### config.mk
export PLATFORM = sky130hd
export DESIGN_NAME = delay_tap_scheduler
export DESIGN_NICKNAME = d
export VERILOG_FILES = /design/src/rtl/audio_delay_pkg.sv /design/src/rtl/delay_ramp.sv /design/src/rtl/delay_tap_scheduler.sv
export SDC_FILE = /design/constraint.sdc
export NUM_CORES = 1
export LEC_CHECK = 0
export CAP_MARGIN = 10
export CORE_UTILIZATION = 29
export CTS_BUF_LIST = sky130_fd_sc_hd__clkbuf_16
export DETAILED_ROUTE_END_ITERATION = 16
export HOLD_SLACK_MARGIN = 0.1
export SYNTH_ARGS = -nofsm -noshare
export SYNTH_HDL_FRONTEND = slang
export SYNTH_SLANG_ARGS = --single-unit
### constraint.sdc
create_clock -name clk -period 4.17 [get_ports clk]
set_input_delay 1.0425 -clock clk [delete_from_list [all_inputs] [get_ports clk]]
set_output_delay 1.0425 -clock clk [all_outputs]
set_load 0.02 [all_outputs]
### src/rtl/audio_delay_pkg.sv
// Shared definitions for the delay tap scheduler.
//   sched_state_e       : scheduler FSM states
//   RAM_LATENCY_DEFAULT : default read latency of the external delay RAM
//   idx_width()         : counter width for a count range of n (at least 1 bit)
package audio_delay_pkg;

  typedef enum logic [1:0] {
    ST_IDLE  = 2'd0,
    ST_ISSUE = 2'd1,
    ST_DRAIN = 2'd2,
    ST_DONE  = 2'd3
  } sched_state_e;

  localparam int RAM_LATENCY_DEFAULT = 2;

  function automatic int idx_width(input int n);
    return (n > 1) ? $clog2(n) : 1;
  endfunction

endpackage

### src/rtl/delay_ramp.sv
// Single-step slew register for one tap delay. Only used when DELAY_RAMP_EN
// is defined.
// Ports:
//   clk, rst   : clock, synchronous active-high reset (clears the delay to 0)
//   step_en    : one step toward target is taken in this cycle
//   target     : requested delay in samples
//   eff_next   : value the register takes if stepped this cycle
//   eff_delay  : current effective delay
module delay_ramp #(
  parameter int ADDR_WIDTH = 16
) (
  input  logic                  clk,
  input  logic                  rst,
  input  logic                  step_en,
  input  logic [ADDR_WIDTH-1:0] target,
  output logic [ADDR_WIDTH-1:0] eff_next,
  output logic [ADDR_WIDTH-1:0] eff_delay
);

  logic [ADDR_WIDTH-1:0] eff_r;
  logic [ADDR_WIDTH-1:0] step_s;

  // One sample of movement toward the target, or hold when already there
  always_comb begin
    step_s = eff_r;
    if (eff_r < target) begin
      step_s = eff_r + ADDR_WIDTH'(1);
    end else if (eff_r > target) begin
      step_s = eff_r - ADDR_WIDTH'(1);
    end else begin
      step_s = eff_r;
    end
  end

  // Effective delay register, advanced once per accepted sample
  always_ff @(posedge clk) begin
    if (rst) begin
      eff_r <= {ADDR_WIDTH{1'b0}};
    end else if (step_en) begin
      eff_r <= step_s;
    end else begin
      eff_r <= eff_r;
    end
  end

  assign eff_next  = step_s;
  assign eff_delay = eff_r;

endmodule

### src/rtl/delay_tap_scheduler.sv
// Multi-tap delay line scheduler sharing one external RAM read port.
// Each accepted sample is written to the RAM; then one read per tap is issued
// (ascending tap order), the reads are collected RAM_LATENCY cycles later and
// all taps are presented together with a one-cycle tap_valid strobe.
// Optional feature: define DELAY_RAMP_EN to slew each tap delay toward its
// target by one sample per accept instead of jumping.
// Ports:
//   clk, rst                  : clock, synchronous active-high reset
//   sample_valid, in_sample   : new-sample strobe and data
//   tap_delay                 : NUM_TAPS packed delays, tap 0 in the LSBs
//   ram_we/ram_wr_addr/ram_wr_data : RAM write port
//   ram_rd_addr/ram_rd_data   : RAM read port (data RAM_LATENCY cycles later)
//   tap_out, tap_valid        : delayed samples (tap 0 in LSBs) and strobe
//   busy                      : schedule in progress
//   overrun                   : sample dropped because busy
module delay_tap_scheduler
  import audio_delay_pkg::*;
#(
  parameter int ADDR_WIDTH  = 16,
  parameter int DATA_WIDTH  = 32,
  parameter int NUM_TAPS    = 4,
  parameter int RAM_LATENCY = RAM_LATENCY_DEFAULT
) (
  input  logic                           clk,
  input  logic                           rst,
  input  logic                           sample_valid,
  input  logic [DATA_WIDTH-1:0]          in_sample,
  input  logic [NUM_TAPS*ADDR_WIDTH-1:0] tap_delay,
  output logic                           ram_we,
  output logic [ADDR_WIDTH-1:0]          ram_wr_addr,
  output logic [DATA_WIDTH-1:0]          ram_wr_data,
  output logic [ADDR_WIDTH-1:0]          ram_rd_addr,
  input  logic [DATA_WIDTH-1:0]          ram_rd_data,
  output logic [NUM_TAPS*DATA_WIDTH-1:0] tap_out,
  output logic                           tap_valid,
  output logic                           busy,
  output logic                           overrun
);

  localparam int IW = idx_width(NUM_TAPS);
  localparam int CW = idx_width(RAM_LATENCY);

  sched_state_e          state_r, state_nxt_s;
  logic [ADDR_WIDTH-1:0] wr_ptr_r, base_r, rd_addr_r;
  logic [IW-1:0]         idx_r;
  logic [CW-1:0]         drain_r;
  logic                  accept_s, issue_s, last_issue_s, last_drain_s;

  // eff_at_accept_s: delay used by a schedule accepted this cycle
  // eff_delay_s    : delay held for the schedule in progress
  logic [ADDR_WIDTH-1:0] eff_at_accept_s [NUM_TAPS];
  logic [ADDR_WIDTH-1:0] eff_delay_s     [NUM_TAPS];

  logic [RAM_LATENCY-1:0] vld_pipe_r;
  logic [IW-1:0]          idx_pipe_r [RAM_LATENCY];
  logic [DATA_WIDTH-1:0]  cap_r      [NUM_TAPS];
  logic [DATA_WIDTH-1:0]  cap_nxt_s  [NUM_TAPS];
  logic [NUM_TAPS*DATA_WIDTH-1:0] tap_out_r;
  logic                   tap_valid_r;

  assign accept_s     = (state_r == ST_IDLE) && sample_valid && !rst;
  assign issue_s      = (state_r == ST_ISSUE);
  assign last_issue_s = issue_s && (idx_r == IW'(NUM_TAPS - 1));
  assign last_drain_s = (state_r == ST_DRAIN) && (drain_r == CW'(RAM_LATENCY - 1));

`ifdef DELAY_RAMP_EN
  for (genvar g = 0; g < NUM_TAPS; g++) begin : g_ramp
    delay_ramp #(.ADDR_WIDTH(ADDR_WIDTH)) u_ramp (
      .clk      (clk),
      .rst      (rst),
      .step_en  (accept_s),
      .target   (tap_delay[g*ADDR_WIDTH +: ADDR_WIDTH]),
      .eff_next (eff_at_accept_s[g]),
      .eff_delay(eff_delay_s[g])
    );
  end
`else
  logic [ADDR_WIDTH-1:0] delay_cap_r [NUM_TAPS];

  for (genvar g = 0; g < NUM_TAPS; g++) begin : g_direct
    assign eff_at_accept_s[g] = tap_delay[g*ADDR_WIDTH +: ADDR_WIDTH];
  end

  // Snapshot of the requested delays, frozen for the whole schedule
  always_ff @(posedge clk) begin
    if (rst) begin
      for (int i = 0; i < NUM_TAPS; i++) delay_cap_r[i] <= {ADDR_WIDTH{1'b0}};
    end else if (accept_s) begin
      for (int i = 0; i < NUM_TAPS; i++) delay_cap_r[i] <= eff_at_accept_s[i];
    end else begin
      delay_cap_r <= delay_cap_r;
    end
  end

  assign eff_delay_s = delay_cap_r;
`endif

  // FSM state register
  always_ff @(posedge clk) begin
    if (rst) state_r <= ST_IDLE;
    else     state_r <= state_nxt_s;
  end

  // FSM next-state logic
  always_comb begin
    state_nxt_s = state_r;
    case (state_r)
      ST_IDLE:  if (sample_valid) state_nxt_s = ST_ISSUE; else state_nxt_s = ST_IDLE;
      ST_ISSUE: if (last_issue_s) state_nxt_s = ST_DRAIN; else state_nxt_s = ST_ISSUE;
      ST_DRAIN: if (last_drain_s) state_nxt_s = ST_DONE;  else state_nxt_s = ST_DRAIN;
      ST_DONE:  state_nxt_s = ST_IDLE;
      default:  state_nxt_s = ST_IDLE;
    endcase
  end

  // Write pointer, base address, tap index and the registered read address.
  // The first read address is prepared in the accept cycle so that tap 0 is
  // on the bus in the first ISSUE cycle.
  always_ff @(posedge clk) begin
    if (rst) begin
      wr_ptr_r  <= {ADDR_WIDTH{1'b0}};
      base_r    <= {ADDR_WIDTH{1'b0}};
      rd_addr_r <= {ADDR_WIDTH{1'b0}};
      idx_r     <= {IW{1'b0}};
      drain_r   <= {CW{1'b0}};
    end else begin
      if (accept_s) begin
        wr_ptr_r  <= wr_ptr_r + ADDR_WIDTH'(1);
        base_r    <= wr_ptr_r;
        rd_addr_r <= wr_ptr_r - eff_at_accept_s[0];
        idx_r     <= {IW{1'b0}};
      end else if (issue_s && !last_issue_s) begin
        idx_r     <= idx_r + IW'(1);
        rd_addr_r <= base_r - eff_delay_s[idx_r + IW'(1)];
      end else begin
        idx_r     <= idx_r;
        rd_addr_r <= rd_addr_r;
      end
      if (state_r == ST_DRAIN) drain_r <= drain_r + CW'(1);
      else                     drain_r <= {CW{1'b0}};
    end
  end

  // Valid/index shift pipeline matching the RAM read latency
  always_ff @(posedge clk) begin
    if (rst) begin
      vld_pipe_r <= {RAM_LATENCY{1'b0}};
      for (int k = 0; k < RAM_LATENCY; k++) idx_pipe_r[k] <= {IW{1'b0}};
    end else begin
      vld_pipe_r[0] <= issue_s;
      idx_pipe_r[0] <= idx_r;
      for (int k = 1; k < RAM_LATENCY; k++) begin
        vld_pipe_r[k] <= vld_pipe_r[k-1];
        idx_pipe_r[k] <= idx_pipe_r[k-1];
      end
    end
  end

  // Capture array with this cycle's returning read data merged in
  always_comb begin
    cap_nxt_s = cap_r;
    if (vld_pipe_r[RAM_LATENCY-1]) begin
      cap_nxt_s[idx_pipe_r[RAM_LATENCY-1]] = ram_rd_data;
    end else begin
      cap_nxt_s = cap_r;
    end
  end

  // Capture registers and output presentation; the last tap arrives on the
  // final DRAIN cycle, so tap_out loads from the merged view at that edge.
  always_ff @(posedge clk) begin
    if (rst) begin
      for (int i = 0; i < NUM_TAPS; i++) cap_r[i] <= {DATA_WIDTH{1'b0}};
      tap_out_r   <= {(NUM_TAPS*DATA_WIDTH){1'b0}};
      tap_valid_r <= 1'b0;
    end else begin
      cap_r       <= cap_nxt_s;
      tap_valid_r <= last_drain_s;
      if (last_drain_s) begin
        for (int i = 0; i < NUM_TAPS; i++) tap_out_r[i*DATA_WIDTH +: DATA_WIDTH] <= cap_nxt_s[i];
      end else begin
        tap_out_r <= tap_out_r;
      end
    end
  end

  assign ram_we      = accept_s;
  assign ram_wr_addr = wr_ptr_r;
  assign ram_wr_data = in_sample;
  assign ram_rd_addr = rd_addr_r;
  assign tap_out     = tap_out_r;
  assign tap_valid   = tap_valid_r;
  assign busy        = (state_r != ST_IDLE);
  assign overrun     = sample_valid && (state_r != ST_IDLE) && !rst;

endmodule

Yosys cells after proc, flatten, opt, wreduce, memory -nomap -nowiden

Memories as Yosys holds them, arrays and structs flattened.
Index checks and enable logic that the tools add are counted.

Register bits after elaboration: 376
Memory bits (writable): 4
Input port bits: 131
Output and inout bits: 196
Memories: 1

Add/subtract/negate cells: 5
Order comparisons: 3
Equality and inequality tests: 4
Multiplexer cells: 18
Bitwise operators: 5
Reduce and logical (&&, ||, !) cells: 15

Memories:

| name       | depth | width | rd ports | clocked after memory_dff | wr ports | RTL line                  | RTL |
|---|---|---|---|---|---|---|---|
| idx_pipe_r | 2     | 2     | 2        | 0                        | 2        | delay_tap_scheduler.sv:55 | `logic [IW-1:0] idx_pipe_r [RAM_LATENCY];` |

Operators by type and width:

| kind                                                        | count |
|---|---|
| bitwise mux 128 bit                                         | 1 |
| 2-to-1 mux 128 bit                                          | 1 |
| demux 32 bit (select 2 bit)                                 | 1 |
| 2-to-1 mux 16 bit                                           | 4 |
| binary-select mux 16 bit (select 2 bit)                     | 1 |
| 2-to-1 mux 32 bit                                           | 1 |
| subtractor 16 bit                                           | 2 |
| adder 16 x 1 -> 16 bit (second input constant)              | 1 |
| logical AND 1 bit                                           | 8 |
| case mux 2 bit (4 select lines)                             | 1 |
| == test 2 bit (second input constant)                       | 3 |
| greater-or-equal comparator 3 bit (second input constant)   | 2 |
| 2-to-1 mux 2 bit                                            | 3 |
| NOT 2 -> 3 bit                                              | 2 |
| 2-to-1 mux 1 bit                                            | 5 |
| nonzero test 2 bit                                          | 2 |
| OR reduction 2 bit                                          | 2 |
| less-than comparator 3 x 1 -> 1 bit (second input constant) | 1 |
| adder 2 x 1 -> 2 bit (second input constant)                | 1 |
| == test 2 x 1 -> 1 bit (second input constant)              | 1 |
| zero test 1 bit                                             | 2 |
| zero test 2 bit                                             | 1 |
| bitwise OR 1 bit                                            | 2 |
| adder 1 bit (second input constant)                         | 1 |
| NOT 1 bit                                                   | 1 |

Longest topological paths before layout

Gate-level depths: netlist of the first run.

Depth after elaboration: 8
Depth in mapped cells: 13

Worst setup path before layout of the first run

No wires, ideal clock.

Path kind: register to register
From: register idx_r[0]
To: register rd_addr_r[10], in the netlist ram_rd_addr[10]
Library setup time: 0.128 ns
Arrival time: 2.996 ns
Slack: 1.046 ns
Stages on the path, launching flop included: 14
Path buffers: 2
Period minus slack after synthesis: 3.124 ns
Path through: dfxtp_1 -> ha_1 -> clkbuf_1 -> clkbuf_1 -> mux4_2 -> ha_1 -> inv_1 -> fa_1 -> a21oi_1 -> o211ai_2 -> a2111o_1 -> o21ai_1 -> a2bb2oi_1 -> nor2_1

Cells in the longest elaborated chain, start to end: 8
Elaborated cells between the ends (all ways): 13

Ends and longest elaborated chain:

| item                                                  | RTL line                   | RTL |
|---|---|---|
| start: declaration                                    | delay_tap_scheduler.sv:45  | `logic [IW-1:0] idx_r;` |
| start signal: assignment                              | delay_tap_scheduler.sv:124 | `idx_r <= {IW{1'b0}};` |
| start signal: assignment                              | delay_tap_scheduler.sv:131 | `idx_r <= {IW{1'b0}};` |
| start signal: assignment                              | delay_tap_scheduler.sv:133 | `idx_r <= idx_r + IW'(1);` |
| adder 2 x 1 -> 2 bit                                  | delay_tap_scheduler.sv:134 | `rd_addr_r <= base_r - eff_delay_s[idx_r + IW'(1)];` |
| NOT 2 -> 3 bit (not written as such)                  | delay_tap_scheduler.sv:134 |  |
| binary-select mux 16 bit (select 2 bit)               | delay_tap_scheduler.sv:134 |  |
| 2-to-1 mux 16 bit (not written as such) (2 in series) | delay_tap_scheduler.sv:134 |  |
| subtractor 16 bit                                     | delay_tap_scheduler.sv:134 |  |
| 2-to-1 mux 16 bit                                     | delay_tap_scheduler.sv:132 | `end else if (issue_s && !last_issue_s) begin` |
| 2-to-1 mux 16 bit                                     | delay_tap_scheduler.sv:127 | `if (accept_s) begin` |
| end signal: assignment                                | delay_tap_scheduler.sv:130 | `rd_addr_r <= wr_ptr_r - eff_at_accept_s[0];` |
| end signal: assignment                                | delay_tap_scheduler.sv:134 |  |
| end signal: assignment                                | delay_tap_scheduler.sv:137 | `rd_addr_r <= rd_addr_r;` |
| end: declaration                                      | delay_tap_scheduler.sv:44  | `logic [ADDR_WIDTH-1:0] wr_ptr_r, base_r, rd_addr_r;` |

Parallel ways exist; a longest one is shown, timed or not. The select of a mux whose other input is x is not followed.
A chain may end at the register's enable or synchronous reset.

Worst setup path after layout of the first run

From: input port sample_valid
To: output port overrun

Cells in the longest elaborated chain, start to end: 2

Ends and longest elaborated chain:

| item                            | RTL line                   | RTL |
|---|---|---|
| start: declaration              | delay_tap_scheduler.sv:26  | `input logic sample_valid,` |
| logical AND 1 bit (2 in series) | delay_tap_scheduler.sv:194 | `assign overrun = sample_valid && (state_r != ST_IDLE) && !rst;` |
| end: declaration                | delay_tap_scheduler.sv:37  | `output logic overrun` |

No other way between the ends.

==> results.md, run 1 <==
| Step | Quantity | Value |
| --- | --- | --- |
| status | Run status | finished, final reports clean |
| power | VDD IR-drop max | 251 µV |
| critical path | CP delay by family, top | buffers and inverters |
| power | Static Leakage | 7.60 nW |
| die | Chip Height | 230 µm |
| die | Site row count | 83 |
| detailed routing | DRT antenna net count | 0 |
| sta | # setup viols final | 0 |
| sta | Final Hold Fails | 0 |
| die | Initial Util | 0.293 |
| worst hold path | Min-Delay Path Depth | 1 |
| clock network | Maximum root-to-sink buffer count | 3 |
| critical path | Element type at the critical path end | output port |
| logic synthesis | Sequential area share after synthesis | 0.507 |
| die | Core Area | 51,200 µm² |
| finish | Commonest non-fill, non-tap cell in the layout | sky130_fd_sc_hd__dfxtp_1 |
| global route | All-layer global routing usage | 0.155 |
| power | Post-layout power | 0.00810 W |
| clock network | Number of gates resized after CTS | 0 |
| clock network | Clk pin slew, worst setup/hold paths | 0.05 ns |
| global route | Largest net degree at the start of global routing | 233 |
| critical path | Worst path arrival time | 2.54 ns |
| placed design | Routability-driven placement congestion ratio | 0.870 |
| finish | Antenna diode instance count | 0 |
| critical path | Slowest cell on the critical path | sky130_fd_sc_hd__clkdlybuf4s50_1 |
| critical path | Kind of start point of the critical path | primary input |
| global route | Residual overflow from global routing | 0 |
| clock network | Clock latency on the worst-skew pair | 0.56 ns |
| logic synthesis | Cell area after technology mapping | 15,000 µm² |
| finish | Area delta synth->final | 29.1% |
| die | Total I/O pin count | 327 |
| finish | Number of nets in the finished design | 1,870 |
| critical path | Ordered list of cells on the worst path | clkdlybuf4s50_1 -> nor3b_1 -> clkdlybuf4s50_1 |
| logic synthesis | Most used flip-flop cell after synthesis | sky130_fd_sc_hd__dfxtp_1 |
| logic synthesis | Count of synthesis-stage warnings from yosys | 0 |
| finish | Area of combinational cells with multiple inputs | 6580 µm² |
| logic synthesis | Async SR Flop Fraction | 0 |
| logic synthesis | Net count of the mapped netlist | 1,684 |
| logic synthesis | Count of mapped cells out of synthesis | 1,517 |
| critical path | Depth of the critical timing path with buffers and inverters included | 3 |
| worst hold path | Path category of the worst min-delay check | reg2reg |
| detailed routing | Total number of vias | 11,500 |
| detailed routing | Detailed-router iteration count before antenna repair | 5 |
| clock network | CTS tree | done |
| critical path | Most common cell on crit path | sky130_fd_sc_hd__clkdlybuf4s50_1 |
| sta | Tcrit/Tclk final | 0.860 |
| sta | Transition time at the pin with the least slew margin | 1.12 ns |
| die | Die ar. | 52,700 µm² |
| detailed routing | Wire length per cell after detailed routing | 17.1 µm |
| finish | Share of post-route cells with drive strength above 1 | 0.0676 |
| clock network | Number of clock sinks seen by CTS | 380 |
| finish | Sequential Area | 7610 µm² |
| clock network | CTS H-tree lvls | 2 |
| detailed routing | Final Routed Wirelength | 41,200 µm |
| flow run | Max Cap Viol | 0 |
| critical path | Max incr delay on CP | 0.65 ns |
| die | Width of the die | 230 µm |
| clock network | Root Buffer Master | sky130_fd_sc_hd__clkbuf_16 |
| logic synthesis | Top cells by area in the synthesized netlist | sky130_fd_sc_hd__dfxtp_1, sky130_fd_sc_hd__mux2i_1, sky130_fd_sc_hd__nor2_1, sky130_fd_sc_hd__a211oi_1, sky130_fd_sc_hd__a22o_1 |
| detailed routing | DRT iter0 DRCs | 711 |
| finish | Core occupancy in the finished layout | 0.379 |
| sta | Accumulated negative setup slack | 0 ns |
| sta | Final min period | 3.58 ns |
| critical path | Buffers & Inverters on Critical Path | 2 |
| critical path | Maximum fanout along the worst path | 5 |
| clock network | Cts hold-fix bufs | 0 |
| sta | Rel. slew slack | 0.254 |
| global route | Antenna violations before repair | 0 |
| logic synthesis | Cell type contributing the most total cell area after synthesis | sky130_fd_sc_hd__dfxtp_1 |
| logic synthesis | Synth Area per Inst | 9.89 µm² |
| detailed routing | Ratio of routed vias to standard cells | 4.79 |
| placed design | HPWL after detailed placement | 28,300 µm |
| logic synthesis | Number of flops mapped to enable cells by yosys | 0 |
| placed design | Total of buffers placed on input and output ports | 262 |
| critical path | WS Path Type | in2out |
| sta | Number of max-slew violations in the final report | 0 |
| sta | Maximum clock skew at final layout | 0.0239 ns |
| global route | Vias in the first global route | 11,300 |
| sta | RSZ-0062 raised after global routing | no |
| critical path | FF-to-FF path depth | 11 |
| logic synthesis | Share of the synthesized area in the top cell type | 0.507 |
| power | Total power divided by cell area | 418 nW/µm² |
| logic synthesis | Register bit total from synthesis | 380 |
| detailed routing | Post-route DRC | 0 |
| sta | Maximum frequency from static timing analysis | 279 MHz |
| finish | Top library cells by usage in the layout, fill and taps aside | sky130_fd_sc_hd__dfxtp_1, sky130_fd_sc_hd__nor2_1, sky130_fd_sc_hd__clkdlybuf4s50_1 |
| finish | Fillers | 5,071 |
| clock network | Postcts setup bufs | 0 |
| logic synthesis | Distinct cell type count of the synthesized netlist | 62 |
| clock network | Inserted Clock Buffers | 43 |
| global route | Wire length of the first global-routing pass | 64,500 µm |
| critical path | WP data required | 3.13 ns |
==> state kept, by name, summed over array words and instances, names as in the netlist, named ones only <==
register	count
idx_r	2
idx_pipe_r	4
tap_valid	1
ram_wr_addr	16
ram_rd_addr	16
state_r	1
vld_pipe_r	2
cap_r	128
drain_r	1
tap_out	128
base_r	16
delay_cap_r	64
==> worst register-to-register path, cell delays in order (launching register included) <==
cell,delay (ns)
sky130_fd_sc_hd__dfxtp_1,0.32
sky130_fd_sc_hd__ha_1,0.37
sky130_fd_sc_hd__buf_4,0.28
sky130_fd_sc_hd__mux4_2,0.34
sky130_fd_sc_hd__inv_1,0.08
sky130_fd_sc_hd__ha_1,0.27
sky130_fd_sc_hd__a21oi_1,0.26
sky130_fd_sc_hd__a21oi_1,0.18
sky130_fd_sc_hd__o21ai_0,0.30
sky130_fd_sc_hd__a21oi_1,0.15
sky130_fd_sc_hd__o41ai_1,0.45
sky130_fd_sc_hd__a221oi_2,0.06
==> worst paths after layout <==
check        slack [ns]    startpoint               to
max reg2reg        0.97      idx_r[1]  ram_rd_addr[13]
min reg2reg        0.41       drain_r          drain_r
min                0.41       drain_r          drain_r
max                0.59  sample_valid          overrun
==> where the power goes <==
part	switching (W)	total, W	internal [W]
Combinational	0.000394	0.000710	0.000316
Sequential	0.0000537	0.00376	0.00371
Clock	0.00150	0.00362	0.00213
Total	0.00195	0.00810	0.00615
==> per-stage QoR <==
stage                     area, µm²  setup slack, ns  hold WS [ns]  cells
after CTS                     19400            0.592         0.415   2412
after global routing          19400            0.497         0.437   2412
after global placement        18000            0.474         0.407   2338
after detailed placement      18000            0.437         0.407   2338
after floorplan               15000             1.05         0.397   1517
final                         19400            0.585         0.413   2412
==> cell type report <==
cell class	instances	area share
inverter	39	0.00755
multi-input combinational	956	0.339
clock inverter	31	0.0143
timing repair buffer	283	0.147
sequential	380	0.392
tap	680	0.0439
clock buffer	43	0.0555
==> per-layer routing <==
layer | up-vias | GRT usage | wire length (µm) | share of wire
met5 | - | 0 | 0 | 0
met1 | 5464 | 0.204 | 19100 | 0.46
li1 | 5686 | - | - | -
met2 | 316 | 0.247 | 18700 | 0.45
met4 | 0 | 0.0521 | 1130 | 0.027
met3 | 76 | 0.0357 | 2330 | 0.056
==> Yosys cell counts (all sizes together), types with 5 or more instances <==
cell type	instances
a211oi	136
a21o	6
a21oi	34
a22o	66
buf	84
clkbuf	58
dfxtp	380
ha	34
inv	39
mux2i	133
mux4	16
nand2	49
nand3	20
nand3b	5
nand4	8
nor2	299
nor2b	6
nor3	11
o21a	6
o21ai	34
o21bai	5
xnor2	15
xor2	20
==> cells by family after synthesis <==
group / synth area share
compound gates: 0.156
xor+xnor: 0.0204
fa+ha+maj: 0.0310
buf+inv: 0.0569
flops: 0.507
mux: 0.113
simple gates: 0.116
Power figures use the tool's default switching activity.
==> inputs of run 2 (changes only) <==
--- a/config.mk
+++ b/config.mk
@@ -6,10 +6,12 @@
 export NUM_CORES = 1
 export LEC_CHECK = 0
 export CAP_MARGIN = 10
-export CORE_UTILIZATION = 29
+export CORE_UTILIZATION = 40
 export CTS_BUF_LIST = sky130_fd_sc_hd__clkbuf_16
 export DETAILED_ROUTE_END_ITERATION = 16
 export HOLD_SLACK_MARGIN = 0.1
+export PLACE_DENSITY = 0.65
+export REMOVE_ABC_BUFFERS = 1
 export SYNTH_ARGS = -nofsm -noshare
 export SYNTH_HDL_FRONTEND = slang
 export SYNTH_SLANG_ARGS = --single-unit
==> run 2 against run 1 <==
Via count barely moved. Sequential share of layout area rose by 0.71 points. Core utilization is 14 points higher. Maximum frequency fell by 0.42%. Critical path depth is 1 higher. Worst hold slack gained 0.0056 ns. Clock power barely moved. Clock skew fell by 0.0038 ns. Global-route usage is 4.5 points higher. Final cell count fell by 9.1%. Die area is 27% lower. Cell area down 1.8%. Largest cell class unchanged.
==> results.md, run 2 (synthesized netlist as in run 1, its figures left out) <==
| Step | Quantity | Value |
| --- | --- | --- |
| flow run | Max Cap Viol | 0 |
| finish | Commonest non-fill, non-tap cell in the layout | sky130_fd_sc_hd__dfxtp_1 |
| critical path | FF-to-FF path depth | 11 |
| power | Power Internal | 0.00614 W |
| sta | Final min period | 3.60 ns |
| power | Post-layout power | 0.00806 W |
| die | Total I/O pin count | 327 |
| detailed routing | Final Routed Wirelength | 38,800 µm |
| critical path | WP data required | 3.13 ns |
| global route | Residual overflow from global routing | 0 |
| critical path | Max incr delay on CP | 0.61 ns |
| sta | Tcrit/Tclk final | 0.863 |
| finish | Share of post-route cells with drive strength above 1 | 0.0614 |
| clock network | Root Buffer Master | sky130_fd_sc_hd__clkbuf_16 |
| detailed routing | Post-route DRC | 0 |
| die | Chip Height | 196 µm |
| finish | Fillers | 3,409 |
| critical path | Maximum fanout along the worst path | 5 |
| detailed routing | Total number of vias | 11,500 |
| placed design | Routability-driven placement congestion ratio | 0.872 |
| sta | Number of max-slew violations in the final report | 0 |
| critical path | Depth of the critical timing path with buffers and inverters included | 4 |
| detailed routing | Ratio of routed vias to standard cells | 5.26 |
| placed design | HPWL after detailed placement | 25,500 µm |
| critical path | Reg-to-reg endpoint | ram_rd_addr[10] |
| worst hold path | Path category of the worst min-delay check | reg2reg |
| critical path | Setup crit end | ram_we |
| critical path | Ordered list of cells on the worst path | clkdlybuf4s50_1 -> nand3b_1 -> inv_2 -> clkdlybuf4s50_1 |
| power | Relative contribution of combinational cells to total power | 0.087 |
| global route | Antenna violations before repair | 0 |
| clock network | Clock latency on the worst-skew pair | 0.57 ns |
| die | Core Area | 36,800 µm² |
| clock network | CTS tree | done |
| critical path | CP delay by family, top | buffers and inverters |
| sta | Transition time at the pin with the least slew margin | 0.915 ns |
| sta | Hold Slack | 0.419 ns |
| sta | RSZ-0062 raised after global routing | no |
| clock network | Maximum root-to-sink buffer count | 3 |
| detailed routing | DRT antenna net count | 0 |
| power | Portion of total power attributed to sequential cells | 0.465 |
| power | Fraction of power consumed by the clock network | 0.448 |
| die | Site row count | 70 |
| sta | Maximum clock skew at final layout | 0.0201 ns |
| placed design | Total of buffers placed on input and output ports | 262 |
| power | VDD IR-drop max | 268 µV |
| critical path | Reg-to-reg slack, setup | 1.03 ns |
| clock network | Cts hold-fix bufs | 0 |
| worst hold path | Min-Delay Path Depth | 1 |
| clock network | Postcts setup bufs | 0 |
| clock network | Number of gates resized after CTS | 0 |
| global route | Vias in the first global route | 11,100 |
| die | Width of the die | 196 µm |
| detailed routing | Wire length per cell after detailed routing | 17.7 µm |
| clock network | Number of clock sinks seen by CTS | 380 |
| critical path | CP startpoint | sample_valid |
| global route | Largest net degree at the start of global routing | 219 |
| critical path | Buffers & Inverters on Critical Path | 3 |
| detailed routing | Detailed-router iteration count before antenna repair | 5 |
| die | Die ar. | 38,300 µm² |
| clock network | Inserted Clock Buffers | 42 |
| critical path | Worst reg2reg startpoint | idx_r[1] |
| power | Total power divided by cell area | 424 nW/µm² |
| detailed routing | DRT iter0 DRCs | 652 |
| finish | Antenna diode instance count | 0 |
| critical path | Slowest cell on the critical path | sky130_fd_sc_hd__clkdlybuf4s50_1 |
| critical path | WS Path Type | in2out |
| finish | Top library cells by usage in the layout, fill and taps aside | sky130_fd_sc_hd__dfxtp_1, sky130_fd_sc_hd__nor2_1, sky130_fd_sc_hd__clkdlybuf4s50_1 |
| power | Switching power share of the total | 0.239 |
| sta | # setup viols final | 0 |
| clock network | Clk pin slew, worst setup/hold paths | 0.06 ns |
| critical path | Element type at the critical path end | output port |
| sta | Final Hold Fails | 0 |
| critical path | Kind of start point of the critical path | primary input |
| die | Initial Util | 0.408 |
| power | Switch Pwr | 0.00193 W |
| clock network | CTS H-tree lvls | 2 |
| sta | Maximum frequency from static timing analysis | 278 MHz |
| sta | Rel. slew slack | 0.389 |
| finish | Number of nets in the finished design | 1,865 |
| placed design | Instance count after placement with tap cells included | 2,122 |
| finish | Core occupancy in the finished layout | 0.518 |
| critical path | Worst path arrival time | 2.56 ns |
| finish | Area delta synth->final | 26.8% |
| global route | All-layer global routing usage | 0.200 |
| finish | Number of standard cells in the layout, taps in and fillers out | 2,193 |
| status | Run status | finished, final reports clean |
| global route | Wire length of the first global-routing pass | 60,800 µm |
| sta | Accumulated negative setup slack | 0 ns |
| power | Static Leakage | 7.56 nW |
| critical path | Most common cell on crit path | sky130_fd_sc_hd__clkdlybuf4s50_1 |
==> run 2: changes by cell type in the layout (fill, tap and decap cells not counted) <==
cell,change
sky130_fd_sc_hd__clkinv_1,+2
sky130_fd_sc_hd__clkinv_4,+2
sky130_fd_sc_hd__buf_4,-2
sky130_fd_sc_hd__inv_6,-2
sky130_fd_sc_hd__clkinvlp_4,-1
sky130_fd_sc_hd__clkinv_2,-6
sky130_fd_sc_hd__buf_12,-2
sky130_fd_sc_hd__inv_1,+2
==> run 2: through the flow <==
stage          setup WS [ns]  area (µm²)
6_report               0.570       19000
5_1_grt                0.497       19000
4_1_cts                0.550       19000
3_5_place_dp           0.468       17700
3_3_place_gp           0.461       17700
2_1_floorplan          -5.05       14300
==> run 2: power groups by stage <==
stage | combinational [W] | clock, W | sequential [W]
after floorplan | 0.000348 | 0 | 0.00385
after global placement | 0.000691 | 0 | 0.00383
after detailed placement | 0.000697 | 0 | 0.00383
after CTS | 0.000701 | 0.00371 | 0.00375
after global routing | 0.000761 | 0.00385 | 0.00376
final | 0.000700 | 0.00361 | 0.00375
==> run 2: worst min path at each step <==
stage	startpoint	end	slack [ns]
4_1_cts	drain_r	drain_r	0.42
5_1_grt	drain_r	drain_r	0.44
2_1_floorplan	drain_r	drain_r	0.40
3_5_place_dp	drain_r	drain_r	0.41
3_3_place_gp	drain_r	drain_r	0.41
6_report	drain_r	drain_r	0.42
==> run 2: final cells by class <==
cell class	instances	area, µm²	share of cell area
clock buffer	43	1080	0.0565
clock inverter	28	254	0.0133
inverter	39	146	0.00769
multi-input combinational	956	6580	0.345
sequential	380	7610	0.400
tap	468	586	0.0308
timing repair buffer	279	2790	0.147
==> run 2: routing by layer <==
| layer | vias to the layer above | share of wire | global-route usage |
|---|---|---|---|
| met3 | 64 | 0.079 | 0.0569 |
| met1 | 5433 | 0.46 | 0.266 |
| met4 | 0 | 0.026 | 0.0718 |
| met5 | - | 0 | 0 |
| li1 | 5659 | - | - |
| met2 | 382 | 0.44 | 0.309 |
==> inputs of run 3 (changes only) <==
--- a/config.mk
+++ b/config.mk
@@ -10,7 +10,7 @@
 export CTS_BUF_LIST = sky130_fd_sc_hd__clkbuf_16
 export DETAILED_ROUTE_END_ITERATION = 16
 export HOLD_SLACK_MARGIN = 0.1
-export PLACE_DENSITY = 0.65
+export PLACE_DENSITY = 0.63
 export REMOVE_ABC_BUFFERS = 1
 export SYNTH_ARGS = -nofsm -noshare
 export SYNTH_HDL_FRONTEND = slang
==> run 3 against run 2 <==
Combinational power down 0.9%. Clock power is 5% lower. Global-route usage decreased by 0.12 points. Setup slack improved by 0.011 ns. Clock-buffer cell count is the same. Critical endpoint unchanged. Core utilization decreased by 0.27 points. First-iteration DRC count rose by 3.7%. Maximum frequency up 0.30%. Highest routed layer unchanged. Largest power group unchanged.
==> results.md, run 3 (synthesized netlist as in run 1, its figures left out) <==
| Step | Quantity | Value |
| --- | --- | --- |
| status | Run status | finished, final reports clean |
| critical path | Setup crit end | ram_we |
| clock network | Root Buffer Master | sky130_fd_sc_hd__clkbuf_16 |
| sta | Tcrit/Tclk final | 0.861 |
| detailed routing | Wire length per cell after detailed routing | 17.6 µm |
| sta | Accumulated negative setup slack | 0 ns |
| clock network | Maximum root-to-sink buffer count | 3 |
| worst hold path | Path category of the worst min-delay check | reg2reg |
| clock network | CTS tree | done |
| clock network | Cts hold-fix bufs | 0 |
| flow run | Max Cap Viol | 0 |
| clock network | Inserted Clock Buffers | 42 |
| power | Post-layout power | 0.00788 W |
| critical path | Reg-to-reg slack, setup | 0.98 ns |
| finish | Number of nets in the finished design | 1,863 |
| placed design | Routability-driven placement congestion ratio | 0.896 |
| die | Total I/O pin count | 327 |
| finish | Area delta synth->final | 26.2% |
| critical path | Kind of start point of the critical path | primary input |
| critical path | Reg-to-reg endpoint | ram_rd_addr[15] |
| die | Width of the die | 196 µm |
| finish | Antenna diode instance count | 0 |
| critical path | Element type at the critical path end | output port |
| global route | Routing usage on met1 | 0.257 |
| finish | Top library cells by usage in the layout, fill and taps aside | sky130_fd_sc_hd__dfxtp_1, sky130_fd_sc_hd__nor2_1, sky130_fd_sc_hd__clkdlybuf4s50_1 |
| detailed routing | DRT iter0 DRCs | 676 |
| clock network | CTS H-tree lvls | 2 |
| global route | Residual overflow from global routing | 0 |
| placed design | Instance count after placement with tap cells included | 2,120 |
| global route | Met3 global-route usage | 0.0511 |
| die | Core Area | 36,800 µm² |
| detailed routing | Post-route DRC | 0 |
| critical path | WP data required | 3.13 ns |
| global route | Antenna violations before repair | 0 |
| detailed routing | Final Routed Wirelength | 38,600 µm |
| detailed routing | Total number of vias | 11,500 |
| critical path | FF-to-FF path depth | 11 |
| die | Chip Height | 196 µm |
| global route | Largest net degree at the start of global routing | 223 |
| sta | # setup viols final | 0 |
| sta | Number of max-slew violations in the final report | 0 |
| critical path | CP startpoint | sample_valid |
| clock network | Clk pin slew, worst setup/hold paths | 0.05 ns |
| die | Site row count | 70 |
| sta | Maximum clock skew at final layout | 0.0259 ns |
| placed design | HPWL after detailed placement | 25,500 µm |
| sta | Rel. slew slack | 0.288 |
| die | Die ar. | 38,300 µm² |
| global route | Met2 capacity usage during global routing | 0.321 |
| detailed routing | Detailed-router iteration count before antenna repair | 5 |
| sta | RSZ-0062 raised after global routing | no |
| placed design | Post-placement worst setup slack | 0.446 ns |
| critical path | Worst reg2reg startpoint | idx_r[1] |
| clock network | Number of gates resized after CTS | 0 |
| sta | Final min period | 3.59 ns |
| critical path | Maximum fanout along the worst path | 5 |
| clock network | Postcts setup bufs | 0 |
| finish | Commonest non-fill, non-tap cell in the layout | sky130_fd_sc_hd__dfxtp_1 |
| finish | Share of post-route cells with drive strength above 1 | 0.0627 |
| global route | Wire length of the first global-routing pass | 60,600 µm |
| finish | Fillers | 3,373 |
| global route | Most used routing layer | met2 |
| critical path | WS Path Type | in2out |
| sta | Maximum frequency from static timing analysis | 279 MHz |
| global route | All-layer global routing usage | 0.199 |
| detailed routing | Ratio of routed vias to standard cells | 5.24 |
| global route | Vias in the first global route | 11,300 |
| sta | Final Hold Fails | 0 |
| die | Initial Util | 0.408 |
| finish | Number of standard cells in the layout, taps in and fillers out | 2,191 |
| power | Total power divided by cell area | 416 nW/µm² |
| clock network | Number of clock sinks seen by CTS | 380 |
| critical path | Worst path arrival time | 2.55 ns |
| power | Static Leakage | 7.54 nW |
| detailed routing | DRT antenna net count | 0 |
| finish | Core occupancy in the finished layout | 0.515 |
| sta | Setup ws final | 0.581 ns |
| clock network | Clock latency on the worst-skew pair | 0.56 ns |
| placed design | Total of buffers placed on input and output ports | 262 |
| power | VDD IR-drop max | 209 µV |
| sta | Transition time at the pin with the least slew margin | 1.07 ns |
## run 3: cell types whose count changed in the layout (fill, tap and decap cells not counted)
| cell | previous run | this run |
|---|---|---|
| sky130_fd_sc_hd__buf_12 | 3 | 2 |
| sky130_fd_sc_hd__buf_4 | 14 | 13 |
| sky130_fd_sc_hd__bufinv_16 | 4 | 2 |
| sky130_fd_sc_hd__clkinv_1 | 9 | 5 |
| sky130_fd_sc_hd__clkinv_2 | 1 | 11 |
| sky130_fd_sc_hd__clkinv_4 | 2 | 0 |
| sky130_fd_sc_hd__clkinv_8 | 2 | 0 |
| sky130_fd_sc_hd__clkinvlp_4 | 2 | 0 |
| sky130_fd_sc_hd__inv_6 | 0 | 2 |
## run 3: final cells by class
cell class	count	area (µm²)	area share
Clock buffer	43	1080	0.0568
Clock inverter	28	181	0.00958
Inverter	39	146	0.00773
Multi-Input combinational cell	956	6580	0.347
Sequential cell	380	7610	0.402
Tap cell	468	586	0.0309
Timing Repair Buffer	277	2770	0.146
## run 3: worst min path at each step
stage	slack (ns)	endpoint	cells after the start	startpoint
after CTS	0.43	drain_r	1	drain_r
final	0.43	drain_r	1	drain_r
after detailed placement	0.42	drain_r	1	drain_r
after global routing	0.44	drain_r	1	drain_r
after global placement	0.41	drain_r	1	drain_r
after floorplan	0.40	drain_r	1	drain_r
## run 3: worst max-delay path, stage by stage
cell and delay [ns]:
sky130_fd_sc_hd__clkdlybuf4s50_1 0.59, sky130_fd_sc_hd__nand3b_1 0.15, sky130_fd_sc_hd__inv_2 0.15, sky130_fd_sc_hd__clkdlybuf4s50_1 0.62
## run 3: through the flow
step / area [µm²] / hold WS (ns)
4_1_cts: 18900 / 0.427
2_1_floorplan: 14300 / 0.397
6_report: 18900 / 0.425
3_3_place_gp: 17700 / 0.406
5_1_grt: 18900 / 0.441
3_5_place_dp: 17700 / 0.418
## run 3: layer usage
metal | routed length [µm] | share of wire
met1 | 17400 | 0.45
met2 | 17300 | 0.45
met3 | 2910 | 0.076
met4 | 960 | 0.025
met5 | 0 | 0
## run 3: where the power goes
group          switching [W]  internal, W
logic               0.000381     0.000313
registers          0.0000450      0.00371
clock network        0.00145      0.00198
total                0.00188      0.00600
